$ cat src/rtl/trap_ctrl.sv
// rtl/trap_ctrl.sv - machine-mode trap entry / mret sequencer with flush handshake
module trap_ctrl #(
  parameter int NUM_EXT_IRQ = 4,
  parameter int ID_W        = 2
) (
  input  logic                   clock,
  input  logic                   reset_n,
  input  logic                   exc_valid,
  input  logic [3:0]             exc_cause,
  input  logic [31:0]            exc_pc,
  input  logic                   mret_valid,
  input  logic [31:0]            retire_pc,
  input  logic                   irq_timer,
  input  logic                   irq_soft,
  input  logic [NUM_EXT_IRQ-1:0] irq_ext,
  input  logic                   mstatus_mie,
  input  logic [31:0]            mie,
  input  logic [31:0]            mtvec,
  input  logic [31:0]            mepc,
  output logic                   flush_req,
  input  logic                   flush_ack,
  output logic                   trap_we,
  output logic [31:0]            trap_mepc,
  output logic [31:0]            trap_mcause,
  output logic [ID_W-1:0]        trap_irq_id,
  output logic                   mret_commit,
  output logic                   redirect_valid,
  output logic [31:0]            redirect_pc,
  output logic [31:0]            mip,
  output logic                   busy
);

  typedef enum logic [1:0] {
    IDLE     = 2'd0,
    FLUSH    = 2'd1,
    COMMIT   = 2'd2,
    REDIRECT = 2'd3
  } state_e;

  state_e            state_q, state_d;
  logic              mret_q, mret_d;
  logic              intr_q, intr_d;
  logic [3:0]        code_q, code_d;
  logic [31:0]       pc_q, pc_d;
  logic [ID_W-1:0]   id_q, id_d;

  logic              ext_pend;
  logic              ext_elig;
  logic              sw_elig;
  logic              tm_elig;
  logic [ID_W-1:0]   ext_id;
  logic [31:0]       trap_base;
  logic [31:0]       trap_target;

  // Only MSIE/MTIE/MEIE matter here; the remaining mie bits are intentionally ignored.
  logic              unused_mie;
  assign unused_mie = ^{mie[31:12], mie[10:8], mie[6:4], mie[2:0]};

  assign ext_pend = |irq_ext;
  assign ext_elig = mstatus_mie & mie[11] & ext_pend;
  assign sw_elig  = mstatus_mie & mie[3]  & irq_soft;
  assign tm_elig  = mstatus_mie & mie[7]  & irq_timer;

  assign mip  = {20'b0, ext_pend, 3'b0, irq_timer, 3'b0, irq_soft, 3'b0};
  assign busy = (state_q != IDLE);

  // Lowest-index asserted external line wins; scan from the top so low indices overwrite.
  always_comb begin
    ext_id = '0;
    for (int i = NUM_EXT_IRQ - 1; i >= 0; i--) begin
      if (irq_ext[i]) ext_id = ID_W'(i);
    end
  end

  // Vectored mode only applies to interrupts; modes 2 and 3 fall back to direct.
  always_comb begin
    trap_base = {mtvec[31:2], 2'b00};
    if (mtvec[1:0] == 2'b01 && intr_q) begin
      trap_target = trap_base + {26'b0, code_q, 2'b00};
    end else begin
      trap_target = trap_base;
    end
  end

  // State and latched-event registers.
  always_ff @(posedge clock or negedge reset_n) begin
    if (!reset_n) begin
      state_q <= IDLE;
      mret_q  <= 1'b0;
      intr_q  <= 1'b0;
      code_q  <= 4'd0;
      pc_q    <= 32'd0;
      id_q    <= '0;
    end else begin
      state_q <= state_d;
      mret_q  <= mret_d;
      intr_q  <= intr_d;
      code_q  <= code_d;
      pc_q    <= pc_d;
      id_q    <= id_d;
    end
  end

  // Next-state, event arbitration in IDLE and output decode.
  always_comb begin
    state_d        = state_q;
    mret_d         = mret_q;
    intr_d         = intr_q;
    code_d         = code_q;
    pc_d           = pc_q;
    id_d           = id_q;
    flush_req      = 1'b0;
    trap_we        = 1'b0;
    trap_mepc      = 32'd0;
    trap_mcause    = 32'd0;
    trap_irq_id    = '0;
    mret_commit    = 1'b0;
    redirect_valid = 1'b0;
    redirect_pc    = 32'd0;

    case (state_q)
      IDLE: begin
        if (exc_valid) begin
          state_d = FLUSH;
          mret_d  = 1'b0;
          intr_d  = 1'b0;
          code_d  = exc_cause;
          pc_d    = exc_pc;
          id_d    = '0;
        end else if (ext_elig) begin
          state_d = FLUSH;
          mret_d  = 1'b0;
          intr_d  = 1'b1;
          code_d  = 4'd11;
          pc_d    = retire_pc;
          id_d    = ext_id;
        end else if (sw_elig) begin
          state_d = FLUSH;
          mret_d  = 1'b0;
          intr_d  = 1'b1;
          code_d  = 4'd3;
          pc_d    = retire_pc;
          id_d    = '0;
        end else if (tm_elig) begin
          state_d = FLUSH;
          mret_d  = 1'b0;
          intr_d  = 1'b1;
          code_d  = 4'd7;
          pc_d    = retire_pc;
          id_d    = '0;
        end else if (mret_valid) begin
          state_d = FLUSH;
          mret_d  = 1'b1;
          intr_d  = 1'b0;
          code_d  = 4'd0;
          pc_d    = 32'd0;
          id_d    = '0;
        end
      end
      FLUSH: begin
        flush_req = 1'b1;
        if (flush_ack) begin
          state_d = mret_q ? REDIRECT : COMMIT;
        end
      end
      COMMIT: begin
        trap_we     = 1'b1;
        trap_mepc   = pc_q;
        trap_mcause = {intr_q, 27'b0, code_q};
        trap_irq_id = (intr_q && code_q == 4'd11) ? id_q : '0;
        state_d     = REDIRECT;
      end
      REDIRECT: begin
        redirect_valid = 1'b1;
        mret_commit    = mret_q;
        redirect_pc    = mret_q ? mepc : trap_target;
        state_d        = IDLE;
      end
      default: state_d = IDLE;
    endcase
  end

endmodule

$ cat config.mk
export PLATFORM = sky130hd
export DESIGN_NAME = trap_ctrl
export DESIGN_NICKNAME = d
export VERILOG_FILES = /design/src/rtl/trap_ctrl.sv
export SDC_FILE = /design/constraint.sdc
export NUM_CORES = 1
export LEC_CHECK = 0
export ABC_AREA = 1
export CAP_MARGIN = 20
export CORE_AREA = 2 2 121 123
export CTS_CLUSTER_DIAMETER = 120
export DETAILED_ROUTE_END_ITERATION = 7
export DIE_AREA = 0 0 123 125
export GPL_ROUTABILITY_DRIVEN = 0
export HOLD_SLACK_MARGIN = 0.06
export PLACE_DENSITY_LB_ADDON = 0.1
export SYNTH_ARGS = -nofsm -noshare
export SYNTH_HDL_FRONTEND = slang
export SYNTH_SLANG_ARGS = --single-unit
$ cat constraint.sdc
create_clock -name clock -period 3.78 [get_ports clock]
set_input_delay 1.134 -clock clock [delete_from_list [all_inputs] [get_ports clock]]
set_output_delay 1.134 -clock clock [all_outputs]
set_load 0.01 [all_outputs]
# After elaboration in Yosys (flattened, before gate mapping)
# Index checks and enable logic that the tools add are counted.
[word_totals]
input_bits = 176
ff_bits = 42
word_cells = 76
[op_classes]
add_sub_neg = 1
n_eq_ne = 7
reduce_logical = 8
n_mux = 48
bitwise_logic = 6
[ops]
columns = ["operator", "count"]
rows = [
  ["32-bit 2-to-1 mux", 10],
  ["2-bit 2-to-1 mux", 17],
  ["32-bit by 6-bit adder with 32-bit output", 1],
  ["4-bit 2-to-1 mux", 5],
  ["1-bit 2-to-1 mux", 15],
  ["2-bit case mux with 4 select lines", 1],
  ["1-bit AND", 6],
  ["6-bit inequality test, second input constant", 1],
  ["5-bit nonzero test", 1],
  ["2-bit by 1-bit equality test with 1-bit output, second input constant", 2],
  ["2-bit equality test, second input constant", 2],
  ["4-bit equality test, second input constant", 1],
  ["2-bit AND reduction", 2],
  ["4-bit OR reduction", 1],
  ["1-bit logical AND", 2],
  ["2-bit logical NOT", 1],
  ["2-bit inequality test, second input constant", 1],
  ["2-bit nonzero test", 1],
]

# Depth between registers and ports, before layout
[depth]
depth_word = 7
depth_mapped = 13
depth_no_buf = 13

# Least setup slack after synthesis
# Ideal clock, no wire load.
[synth_path]
path_kind = "input-to-output"
startpoint = "input port mtvec[2]"
endpoint = "output port redirect_pc[24]"
path_stages = 12
path_slack_ns = 0.093
t_arrival_ns = 2.553
required_ns = 2.646
path_buffers = 0
cell_sequence = "ha_1 inv_1 fa_1 nor2_1 nor2_1 inv_1 nand3_2 nor2_1 nand3b_1 nand3_1 nand2_1 inv_1"
[synth_between]
elab_chain_len = 4
[synth_rtl]
columns = ["item", "line_no", "source"]
rows = [
  ["from (decl)", "18", "input logic [31:0] mtvec,"],
  ["32-bit by 6-bit adder with 32-bit output", "79", "trap_target = trap_base + {26'b0, code_q, 2'b00};"],
  ["32-bit 2-to-1 mux", "78", "if (mtvec[1:0] == 2'b01 && intr_q) begin"],
  ["32-bit 2-to-1 mux", "176", "redirect_pc = mret_q ? mepc : trap_target;"],
  ["32-bit 2-to-1 mux", "121", "case (state_q)"],
  ["to (decl)", "28", "output logic [31:0] redirect_pc,"],
]
# Every way passes these cells.

# Worst setup path after layout
[layout_path]
startpoint = "input port mtvec[2]"
endpoint = "output port redirect_pc[8]"
# Same word-level chain as after synthesis.

==> results_dict.tcl <==
set metrics [dict create \
    via_per_inst 4.44 \
    clock_sinks 42 \
    crit_start "mtvec[2]" \
    io_pins 311 \
    first_pass_iters 4 \
    drcViolationCount 0 \
    period_share 1.04 \
    setup_viol 19 \
    clk_pin_slew_ps 60 \
    cts_buffer_depth 2 \
    r2r_setup_slack_ps 1810 \
    ys.flop_type "dfrtp_1" \
    die_h_um 125 \
    h-tree-depth 2 \
    pwr-share-clk 0.138 \
    yosysSeqAreaShare 0.237 \
    synth_cell_types 34 \
    drive_gt1_frac 0.207 \
    fp.dieW_um 123 \
    async_flop_share 1.00 \
    area_growth_syn_to_layout_pct 73.5 \
    synthCells 737 \
    cts_inserted_buffers 5 \
    start_util 0.312 \
    cts_hold_buf 0 \
    finalCriticalPeriod_ps 3930 \
    syn_avg_cell_area_um2 6.01 \
    grt_overflow 0 \
    setup_ws_ps -150 \
    critPathRequiredTime_ps 2650 \
    worstSkewPairLatency_ps 290 \
    grt_max_degree 57 \
    startpoint_type "primary input" \
    power_switching_uw 1610 \
    io_buffers 225 \
    cp.arrival_ps 2800 \
    clockRootBuffer "clkbuf_16" \
    hp-class "reg2reg" \
    grt_pass1_wl_um 25200 \
    fill_cells 1438 \
    violations "negative setup slack" \
    yosysWarnings 0 \
    antenna_found_initial 1 \
    ys_ff_latch 42 \
    core_mm2 0.0142 \
    hold-path-cell-count 2 \
    synth_edf_count 0 \
    track_usage 0.204 \
    r2r_cells 7 \
    num_vias 5363 \
    p_per_area_mw_per_mm2 472 \
    crit_fanout 4 \
    drt_wl_total_um 16100 \
    finalPower_uw 3620 \
    fmax_mhz 254 \
    dp_slack_ps -1080 \
    dp_hpwl_um 12000 \
    grt_pass1_vias 5068 \
    drtIter0Drc 201 \
    nNetsFinal 1208 \
    rows 44 \
    p_comb_frac 0.640 \
    cap_violations 0 \
    syn_area_mm2 0.00443 \
    layout.cells.most_common_list "nand2_1 (186), clkdlybuf4s50_1 (167), inv_1 (107)" \
    min_from "pc_q[22]$_DFFE_PN0P_" \
    total_leakage_power_uw 0.00403 \
    final-hold-violation-count 0 \
    internal-power_uw 2010 \
    crit_type "in2out" \
    maxSlewViolCount 0 \
    outcome "finished with violations" \
    wl_per_cell_um 13.3 \
    cts_tree "yes" \
    die_area_mm2 0.0154 \
    r2r_start "state_q[0]$_DFFE_PN0P_" \
    finalClockSkew_ps 6.45 \
    antenna_left 0 \
    vdd_ir_drop_max_mv 0.249 \
    endpoint_kind "output port" \
    final_common_cell "nand2_1" \
    pwr-share-seq 0.221 \
    sw_frac_of_total 0.444 \
    rsz0062_at_grt "yes" \
]
[metal layers]
layer | global-route usage | up-vias | part of all wire | wire length [µm]
met5 | 0 | - | 0 | 0
met4 | 0.0414 | 0 | 0.012 | 191
met3 | 0.0607 | 11 | 0.095 | 1530
met2 | 0.377 | 201 | 0.51 | 8180
met1 | 0.230 | 2373 | 0.39 | 6250
li1 | - | 2778 | - | -
[metrics by stage]
| stage | std cells | cell area, µm² | util | hold WS (ps) | TNS (ps) |
|---|---|---|---|---|---|
| floorplan | 792 | 4630 | - | 452 | 0 |
| global placement | 1180 | 7050 | 0.496 | 465 | -25000 |
| detailed placement | 1180 | 7050 | 0.496 | 469 | -25230 |
| CTS | 1203 | 7510 | 0.529 | 486 | -1320 |
| global route | 1209 | 7680 | 0.541 | 501 | -3970 |
| finish | 1209 | 7680 | 0.541 | 481 | -1650 |
[worst paths after layout]
kind | endpoint
max | redirect_pc[8]
min reg2reg | pc_q[22]$_DFFE_PN0P_
min | pc_q[22]$_DFFE_PN0P_
max in group asynchronous | id_q[0]$_DFFE_PN0P_
min in group asynchronous | pc_q[11]$_DFFE_PN0P_
max reg2reg | pc_q[29]$_DFFE_PN0P_
[kinds of logic (layout without fill, tap and decap cells)]
logic type,count (synthesis),after routing,synth area share
buffers and inverters,204,436,0.231
other,1,57,0.000847
XOR/XNOR,2,2,0.00396
AND/OR/NAND/NOR,427,427,0.439
flip-flops,42,42,0.237
AO/OA/AOI/OAI,52,52,0.0611
adder cells (fa/ha/maj),9,9,0.0271
[Yosys cell counts, types with 6 or more instances]
master	n	share of area
inv_1	111	0.094
o21ai_1	8	0.0090
clkbuf_1	21	0.018
nand4_1	38	0.054
nor2_1	73	0.062
a21oi_1	11	0.012
ha_1	8	0.023
dfrtp_1	42	0.24
o21ai_0	29	0.033
nand2_1	202	0.17
nor2_2	6	0.0085
nand3_1	74	0.084
nor3_1	12	0.014
buf_4	59	0.10
nand3_2	6	0.014
[worst max-delay path: stages]
cell and delay [ps]:
buf_8 80, ha_4 120, inv_2 40, fa_2 380
nor2_4 110, nor2_4 60, inv_2 90, nand3_4 120
buf_6 140, or2_0 180, nand3_1 80, o211ai_1 90
inv_1 60, buf_2 120
[state kept, by name (all words and copies together), names as in the netlist]
register / flops
pc_q: 32
intr_q: 1
mret_q: 1
state_q: 2
id_q: 2
code_q: 4
[timing repair]
action	4_1_cts	5_1_grt
setup buffers	15	5
resized for setup	222	41
setup endpoints to repair	30	28
pin swaps	40	26
[cell type report]
cell class,count,area [µm²],share of cell area
Sequential cell,42,1050,0.137
Antenna cell,1,2.50,0.000326
Multi-Input combinational cell,546,2900,0.378
Timing Repair Buffer,314,2890,0.377
Tap cell,184,230,0.0300
Inverter,114,433,0.0564
Clock inverter,2,37.5,0.00489
Clock buffer,6,129,0.0168
[power by group through the flow]
| stage | logic [µW] | registers (µW) | clock network (µW) |
|---|---|---|---|
| after global placement | 2250 | 786 | 0 |
| after CTS | 2280 | 799 | 510 |
| final | 2320 | 801 | 501 |
| after detailed placement | 2250 | 793 | 0 |
| after floorplan | 1280 | 746 | 0 |
| after global routing | 2600 | 831 | 533 |
(Power assumes the default switching activity.)
